$ cat src/rtl/gdm_arbiter.sv
// Single-port GDM arbiter between the Fetch (read-only) and Memory (read/write) stages.
// Each access runs IDLE -> ACCESS (LATENCY cycles) -> RESP (1 cycle) -> IDLE.
module gdm_arbiter #(
  parameter int ADDR_W     = 32,
  parameter int DATA_W     = 32,
  parameter int LATENCY    = 2,
  parameter int STARVE_MAX = 3
) (
  input  logic              clock,
  input  logic              reset,
  input  logic              if_arb_en,
  input  logic [ADDR_W-1:0] if_arb_addr,
  input  logic              if_arb_flush,
  output logic [DATA_W-1:0] arb_if_data,
  output logic              arb_if_ready,
  output logic              arb_if_stall,
  input  logic              mem_arb_en,
  input  logic              mem_arb_we,
  input  logic [ADDR_W-1:0] mem_arb_addr,
  input  logic [DATA_W-1:0] mem_arb_wdata,
  output logic [DATA_W-1:0] arb_mem_data,
  output logic              arb_mem_ready,
  output logic              arb_mem_stall,
  output logic              arb_gdm_en,
  output logic              arb_gdm_we,
  output logic [ADDR_W-1:0] arb_gdm_addr,
  output logic [DATA_W-1:0] arb_gdm_wdata,
  input  logic [DATA_W-1:0] gdm_arb_data
);

  localparam int CNT_W = (LATENCY > 1) ? $clog2(LATENCY) : 1;
  localparam int SW    = $clog2(STARVE_MAX + 1);
  localparam logic [CNT_W-1:0] CNT_INIT   = CNT_W'(LATENCY - 1);
  localparam logic [SW-1:0]    STARVE_LIM = SW'(STARVE_MAX);

  typedef enum logic [1:0] {
    S_IDLE   = 2'd0,
    S_ACCESS = 2'd1,
    S_RESP   = 2'd2
  } state_e;

  state_e            state_q, state_d;
  logic              owner_mem_q, owner_mem_d;
  logic              we_q, we_d;
  logic [ADDR_W-1:0] addr_q, addr_d;
  logic [DATA_W-1:0] wdata_q, wdata_d;
  logic [CNT_W-1:0]  cnt_q, cnt_d;
  logic [SW-1:0]     starve_q, starve_d;
  logic              flush_q, flush_d;
  logic [DATA_W-1:0] rdata_q, rdata_d;
  logic [DATA_W-1:0] if_data_q, if_data_d;
  logic [DATA_W-1:0] mem_data_q, mem_data_d;
  logic              if_ready_s, mem_ready_s, in_access_s;

  // A flush seen in the RESP cycle itself must still suppress the pulse, hence the live term.
  assign in_access_s = (state_q == S_ACCESS);
  assign if_ready_s  = (state_q == S_RESP) & ~owner_mem_q & ~flush_q & ~if_arb_flush;
  assign mem_ready_s = (state_q == S_RESP) & owner_mem_q;

  assign arb_gdm_en    = in_access_s;
  assign arb_gdm_we    = in_access_s & we_q;
  assign arb_gdm_addr  = in_access_s ? addr_q  : {ADDR_W{1'b0}};
  assign arb_gdm_wdata = in_access_s ? wdata_q : {DATA_W{1'b0}};
  assign arb_if_ready  = if_ready_s;
  assign arb_mem_ready = mem_ready_s;
  assign arb_if_data   = if_ready_s ? rdata_q : if_data_q;
  assign arb_mem_data  = (mem_ready_s & ~we_q) ? rdata_q : mem_data_q;
  assign arb_if_stall  = reset & if_arb_en & ~if_ready_s;
  assign arb_mem_stall = reset & mem_arb_en & ~mem_ready_s;

  // Next-state: arbitration in IDLE, latency count in ACCESS, result commit in RESP.
  always_comb begin
    state_d     = state_q;
    owner_mem_d = owner_mem_q;
    we_d        = we_q;
    addr_d      = addr_q;
    wdata_d     = wdata_q;
    cnt_d       = cnt_q;
    starve_d    = starve_q;
    flush_d     = flush_q;
    rdata_d     = rdata_q;
    if_data_d   = if_data_q;
    mem_data_d  = mem_data_q;
    case (state_q)
      S_IDLE: begin
        if (mem_arb_en && (!if_arb_en || (starve_q < STARVE_LIM))) begin
          state_d     = S_ACCESS;
          owner_mem_d = 1'b1;
          we_d        = mem_arb_we;
          addr_d      = mem_arb_addr;
          wdata_d     = mem_arb_wdata;
          cnt_d       = CNT_INIT;
          flush_d     = 1'b0;
          if (if_arb_en && (starve_q != STARVE_LIM)) begin
            starve_d = starve_q + {{(SW-1){1'b0}}, 1'b1};
          end else begin
            starve_d = starve_q;
          end
        end else if (if_arb_en) begin
          state_d     = S_ACCESS;
          owner_mem_d = 1'b0;
          we_d        = 1'b0;
          addr_d      = if_arb_addr;
          wdata_d     = {DATA_W{1'b0}};
          cnt_d       = CNT_INIT;
          flush_d     = 1'b0;
          starve_d    = {SW{1'b0}};
        end else begin
          state_d = S_IDLE;
        end
      end
      S_ACCESS: begin
        flush_d = flush_q | (~owner_mem_q & if_arb_flush);
        if (cnt_q == {CNT_W{1'b0}}) begin
          state_d = S_RESP;
          rdata_d = gdm_arb_data;
        end else begin
          cnt_d = cnt_q - {{(CNT_W-1){1'b0}}, 1'b1};
        end
      end
      S_RESP: begin
        state_d = S_IDLE;
        if (if_ready_s) begin
          if_data_d = rdata_q;
        end else begin
          if_data_d = if_data_q;
        end
        if (mem_ready_s && !we_q) begin
          mem_data_d = rdata_q;
        end else begin
          mem_data_d = mem_data_q;
        end
      end
      default: state_d = S_IDLE;
    endcase
  end

  // State and datapath registers; reset abandons any in-flight access.
  always_ff @(posedge clock or negedge reset) begin
    if (!reset) begin
      state_q     <= S_IDLE;
      owner_mem_q <= 1'b0;
      we_q        <= 1'b0;
      addr_q      <= {ADDR_W{1'b0}};
      wdata_q     <= {DATA_W{1'b0}};
      cnt_q       <= {CNT_W{1'b0}};
      starve_q    <= {SW{1'b0}};
      flush_q     <= 1'b0;
      rdata_q     <= {DATA_W{1'b0}};
      if_data_q   <= {DATA_W{1'b0}};
      mem_data_q  <= {DATA_W{1'b0}};
    end else begin
      state_q     <= state_d;
      owner_mem_q <= owner_mem_d;
      we_q        <= we_d;
      addr_q      <= addr_d;
      wdata_q     <= wdata_d;
      cnt_q       <= cnt_d;
      starve_q    <= starve_d;
      flush_q     <= flush_d;
      rdata_q     <= rdata_d;
      if_data_q   <= if_data_d;
      mem_data_q  <= mem_data_d;
    end
  end

endmodule

$ cat config.mk
export PLATFORM = sky130hd
export DESIGN_NAME = gdm_arbiter
export DESIGN_NICKNAME = d
export VERILOG_FILES = /design/src/rtl/gdm_arbiter.sv
export SDC_FILE = /design/constraint.sdc
export NUM_CORES = 1
export LEC_CHECK = 0
export ABC_AREA = 1
export BUFFER_PORTS_ARGS = -buffer_cell sky130_fd_sc_hd__buf_2
export CELL_PAD_IN_SITES_DETAIL_PLACEMENT = 1
export CELL_PAD_IN_SITES_GLOBAL_PLACEMENT = 2
export CORE_MARGIN = 8
export CORE_UTILIZATION = 30
export CTS_CLUSTER_SIZE = 12
export DETAILED_ROUTE_END_ITERATION = 8
export PLACE_DENSITY = 0.95
export SYNTH_ARGS = -nofsm -noshare
export SYNTH_HDL_FRONTEND = slang
export SYNTH_SLANG_ARGS = --single-unit
$ cat constraint.sdc
create_clock -name clock -period 2.33 [get_ports clock]
set_clock_uncertainty 0.2 [all_clocks]
set_input_delay 0.466 -clock clock [delete_from_list [all_inputs] [get_ports clock]]
set_output_delay 0.466 -clock clock [all_outputs]
set_load 0.01 [all_outputs]
==> flow_summary.ini, run 1 <==
[sta]
hold_viol = 0
worst_hold_slack_ns = 0.0437
rsz0062_at_grt = true
fin_crit_sh = 1.01
setup_viol = 39
relSlewSlack = 0.560
fmax_mhz = 423
setup_ws_ns = -0.0349
finalMaxSlewViolations = 0
post-route-min-period_ns = 2.36
tightest_slew_ns = 0.659

[die]
rows = 61
core_area_um2 = 27500
die_w_um = 182
die_y_um = 182
io_pins = 268
start_util = 0.301
fp.dieArea_um2 = 33200

[cts]
path_clk_slew_ns = 0.06
clk_path_buf_depth = 2
root_buffer = clkbuf_16
cts_tree = built
clock_sinks = 168
htreeDepth = 4
numCtsBuffers = 17
insertion_delay_ns = 0.42

[placed_design]
gp_congestion = 0.760
hpwl_um = 20200
io_buffers = 267
dp.cells = 1656
dp_slack_ns = 0.165

[synth]
netlist_area_um2 = 8280
synth_top_family_by_area = simple AND/OR/NAND/NOR gates
ys_ff_latch = 168
synth_adder_area_share = 0.00151
synth-compound-area-share = 0.00363
synthMuxAreaShare = 0
syn_inst = 1081
synth-simple-area-share = 0.378
ys_types = 22
synth.area.top_cells = dfrtp_1 (51%), nand2_1 (21%), nand3_1 (6.1%)
synth_top_area_frac = 0.508
synth_xor_area_frac = 0
synth_fp_nets = 1216
yosysSeqAreaShare = 0.508
avgSynthCellArea_um2 = 7.66
synth_top_area_cell = dfrtp_1
yosys_warnings = 0

[layout]
stdcell_count = 1718
drive_above_1_share = 0.333
fin_nets = 1492
areaGrowthSynthToFinish_pct = 37.0

[outcome]
violations = negative setup slack
outcome = finished, violations left

[detailed_routing]
dr.pass1.iters = 4
vias_per_cell = 4.71
vias = 8099
drcViolationCount = 0
routed_wl_um = 30400
ant_nets = 0
drt_iter0_drc = 377
wl_per_cell_um = 17.7

[global_routing]
antenna_found_initial = 2
met2_usage = 0.308
top_usage_layer = met2
grt_pass1_wl_um = 47900
grt_max_degree = 110
grt_use_met1 = 0.219
grt_pass1_vias = 8940
track_usage = 0.180
use_met3 = 0.0529
grt-ovfl-total = 0

[job]
drv_cap = 0

[min_path]
hp-class = in -> reg

[setup_path]
cp_data_arrival_time_ns = 1.70
cp_max_fo = 28
critPathCaptureType = output pin
max_stage_delay_ns = 0.39
slowest_stage = dfrtp_1
cp_top_family = buffers and inverters
crit_chain = inv_2, nand2_4, clkinv_8, buf_16, nand4_1, nand2_1, buf_2
cp_data_required_time_ns = 1.66
crit_buf_inv = 4
critPathKind = reg -> out
start_kind = flip-flop

[power]
vdd_drop_max_mv = 0.705
p_per_area_nw_per_um2 = 1380
power_leakage_nw = 6.79
total_power_mw = 15.7
==> placed cells by master, fill, tap and decap left out, drive strengths merged <==
master | netlist | final
buf | 51 | 318
bufinv | 0 | 4
clkbuf | 14 | 21
clkinv | 2 | 6
clkinvlp | 0 | 2
dfrtp | 168 | 168
diode | 0 | 2
dlygate4sd3 | 0 | 1
ha | 1 | 1
inv | 140 | 144
nand2 | 461 | 461
nand3 | 102 | 102
nand3b | 1 | 1
nand4 | 64 | 64
nor2 | 71 | 71
o21ai | 6 | 6
==> kinds of logic (layout without fill, tap and decap cells) <==
logic type,after synthesis,after routing
other cells,0,2
flops,168,168
fa+ha+maj,1,1
buf+inv,207,496
compound gates,6,6
simple gates,699,699
==> cell usage after synthesis, drive strengths merged <==
master    n
buf      51
clkbuf   14
clkinv    2
dfrtp   168
ha        1
inv     140
nand2   461
nand3   102
nand3b    1
nand4    64
nor2     71
o21ai     6
==> flip-flops by register name, indices dropped and copies added, names as in the netlist, 2 cells and up <==
signal      cells
addr_q         32
if_data_q      32
mem_data_q     32
rdata_q        32
starve_q        2
state_q         2
wdata_q        32
==> layer usage <==
layer | vias to the layer above | wire length, um
li1 | 3870 | -
met1 | 3991 | 13200
met2 | 218 | 14800
met3 | 20 | 1990
met4 | 0 | 423
met5 | - | 0
==> final cells by class <==
| class | count | area, um2 |
|---|---|---|
| Fill cell | 3402 | 16100 |
| Sequential cell | 168 | 4210 |
| Multi-Input combinational cell | 706 | 3370 |
| Timing Repair Buffer | 322 | 2130 |
| Inverter | 142 | 554 |
| Clock buffer | 18 | 439 |
| Tap cell | 346 | 433 |
| Clock inverter | 14 | 208 |
| Antenna cell | 2 | 5.00 |
==> tightest hold or removal path, stage by stage <==
cell and delay [ns]:
buf_2 0.08, nand2_1 0.04, nand2_1 0.04
==> power by group <==
group	total, mW	switching (mW)	internal (mW)
Combinational	7.54	4.73	2.81
Clock	3.16	1.30	1.86
Sequential	4.99	0.775	4.21
==> final timing paths <==
kind	startpoint	end	depth (start not counted)	slack (ns)
worst max-delay path	state_q[0]$_DFFE_PN0P_	arb_if_data[18]	7	-0.03
min in group asynchronous	reset	wdata_q[21]$_DFFE_PN0P_	3	0.48
worst min-delay path	gdm_arb_data[27]	rdata_q[27]$_DFFE_PN0P_	3	0.04
worst max register to register	state_q[1]$_DFFE_PN0P_	rdata_q[16]$_DFFE_PN0P_	8	0.26
max in group asynchronous	reset	owner_mem_q$_DFFE_PN0P_	3	0.88
worst min register to register	mem_data_q[2]$_DFFE_PN0P_	mem_data_q[2]$_DFFE_PN0P_	2	0.27
==> stage by stage <==
| step | instance area [um2] | util | TNS, ns |
|---|---|---|---|
| 6_report | 11300 | 0.413 | -0.555 |
| 5_1_grt | 11300 | 0.413 | -9.81 |
| 4_1_cts | 11000 | 0.400 | -2.73 |
| 3_5_place_dp | 9980 | 0.363 | 0 |
| 3_3_place_gp | 9980 | 0.363 | 0 |
| 2_1_floorplan | 8280 | - | 0 |
==> repair_timing <==
action	4_1_cts	5_1_grt
pin swaps	12	3
hold buffers	1	0
setup buffers	11	7
cloned	3	6
endpoints found under the setup margin	67	131
endpoints found under the hold margin	59	0
gates resized for setup	51	53
Note: power is estimated with default switching activity, not from simulation.
==> run 2, diff against run 1 <==
--- a/config.mk
+++ b/config.mk
@@ -6,14 +6,15 @@
 export NUM_CORES = 1
 export LEC_CHECK = 0
 export ABC_AREA = 1
-export BUFFER_PORTS_ARGS = -buffer_cell sky130_fd_sc_hd__buf_2
+export BUFFER_PORTS_ARGS = -buffer_cell sky130_fd_sc_hd__buf_4
 export CELL_PAD_IN_SITES_DETAIL_PLACEMENT = 1
 export CELL_PAD_IN_SITES_GLOBAL_PLACEMENT = 2
-export CORE_MARGIN = 8
+export CORE_MARGIN = 5
 export CORE_UTILIZATION = 30
 export CTS_CLUSTER_SIZE = 12
 export DETAILED_ROUTE_END_ITERATION = 8
 export PLACE_DENSITY = 0.95
+export SKIP_CTS_REPAIR_TIMING = 1
 export SYNTH_ARGS = -nofsm -noshare
 export SYNTH_HDL_FRONTEND = slang
 export SYNTH_SLANG_ARGS = --single-unit
==> run 2 against run 1 <==
The run still ends with negative setup slack left; combinational power rose by 2.8%; global-route usage fell by 0.10 points; die area fell by 6.5%; fmax fell by 3.1%; non-clock buffer count fell by 9; sequential cell count did not move; critical path depth rose by 1; largest cell class unchanged; highest routed layer is now met5.
==> flow_summary.ini, run 2 (synthesis gave the netlist of run 1 again) <==
[power]
p_per_area_nw_per_um2 = 1320
total_power_mw = 15.8
power_leakage_nw = 6.89
vdd_drop_max_mv = 0.612

[die]
start_util = 0.306
rows = 60
die_w_um = 176
core_area_um2 = 27000
io_pins = 268
fp.dieArea_um2 = 31000
die_y_um = 176

[detailed_routing]
vias_per_cell = 4.68
vias = 7974
dr.pass1.iters = 5
drcViolationCount = 0
ant_nets = 0
routed_wl_um = 29500
wl_per_cell_um = 17.3
drt_iter0_drc = 485

[sta]
post-route-min-period_ns = 2.44
fin_crit_sh = 1.05
setup_viol = 45
worst_hold_slack_ns = 0.0402
tns_ns = -1.73
finalMaxSlewViolations = 0
relSlewSlack = 0.518
setup_ws_ns = -0.111
rsz0062_at_grt = true
hold_viol = 0
tightest_slew_ns = 0.724
fmax_mhz = 410

[setup_path]
crit_chain = inv_2, nand2_2, clkinv_4, buf_4, clkbuf_16, nand4_1, nand2_2, buf_6
critPathKind = reg -> out
slowest_stage = dfrtp_1
reg2reg_from = state_q[1]$_DFFE_PN0P_
crit_top_cell = nand2_2
cp_data_required_time_ns = 1.66
critPathCaptureType = output pin
start_kind = flip-flop
crit_buf_inv = 5
startpoint = state_q[0]$_DFFE_PN0P_
cp_top_family = buffers and inverters
cp_data_arrival_time_ns = 1.78
max_stage_delay_ns = 0.39
cp_max_fo = 7

[cts]
root_buffer = clkbuf_16
path_clk_slew_ns = 0.07
numCtsBuffers = 17
insertion_delay_ns = 0.42
clock_sinks = 168
htreeDepth = 4
cts_tree = built
clk_path_buf_depth = 2

[global_routing]
grt-ovfl-total = 0
grt_max_degree = 107
grt_pass1_vias = 8335
antenna_found_initial = 1
grt_pass1_wl_um = 44700
track_usage = 0.179

[min_path]
hp-class = in -> reg
min_from = gdm_arb_data[25]

[outcome]
violations = negative setup slack
outcome = finished, violations left

[placed_design]
dp_slack_ns = 0.205
gp_congestion = 0.785
hpwl_um = 20200
io_buffers = 267
dp.cells = 1650
placed_cell_area_um2 = 10600

[layout]
drive_above_1_share = 0.342
final_common_cell = nand2_1
fin_area_um2 = 12000
post-route-util = 0.444
fin_nets = 1483
areaGrowthSynthToFinish_pct = 44.8
mostFrequentLayoutCells = nand2_1 (389), buf_4 (263), dfrtp_1 (166), inv_1 (131), nand3_1 (99)
stdcell_count = 1703

[job]
drv_cap = 0
[run 2: worst min-delay path, cell delays in order]
cell,delay [ns]
buf_4,0.08
nand2_1,0.04
nand2_1,0.04
[run 2: final cells by class]
type                    count  area (um2)
multi-input cells         706        3500
fillers                  3284       15000
repair buffers            313        2700
flip-flops and latches    168        4210
clock buffers              21         470
diodes                      1        2.50
clock inverters            11         136
inverters                 142         538
well taps                 341         427
[run 2: where the power goes]
group / switching [mW] / total, mW / internal [mW]
logic: 4.54 / 7.75 / 3.21
clock network: 1.27 / 2.96 / 1.69
registers: 0.841 / 5.06 / 4.22
total: 6.66 / 15.8 / 9.12
[run 2: routing by layer]
layer  wire, um  track usage
met1      12600        0.233
met2      14300        0.295
met3       2320       0.0540
met4        307       0.0370
met5          7            0
[run 2: worst paths after layout]
kind                                                   to  slack, ns  depth (start not counted)
worst max-delay path                     arb_mem_data[31]      -0.11                          8
worst min-delay path              rdata_q[25]$_DFFE_PN0P_       0.04                          3
worst max register to register     addr_q[19]$_DFFE_PN0P_       0.48                          8
worst min register to register  if_data_q[17]$_DFFE_PN0N_       0.27                          2
max in group asynchronous         starve_q[1]$_DFFE_PN0P_       0.74                          3
min in group asynchronous             flush_q$_DFFE_PN0P_       0.24                          2
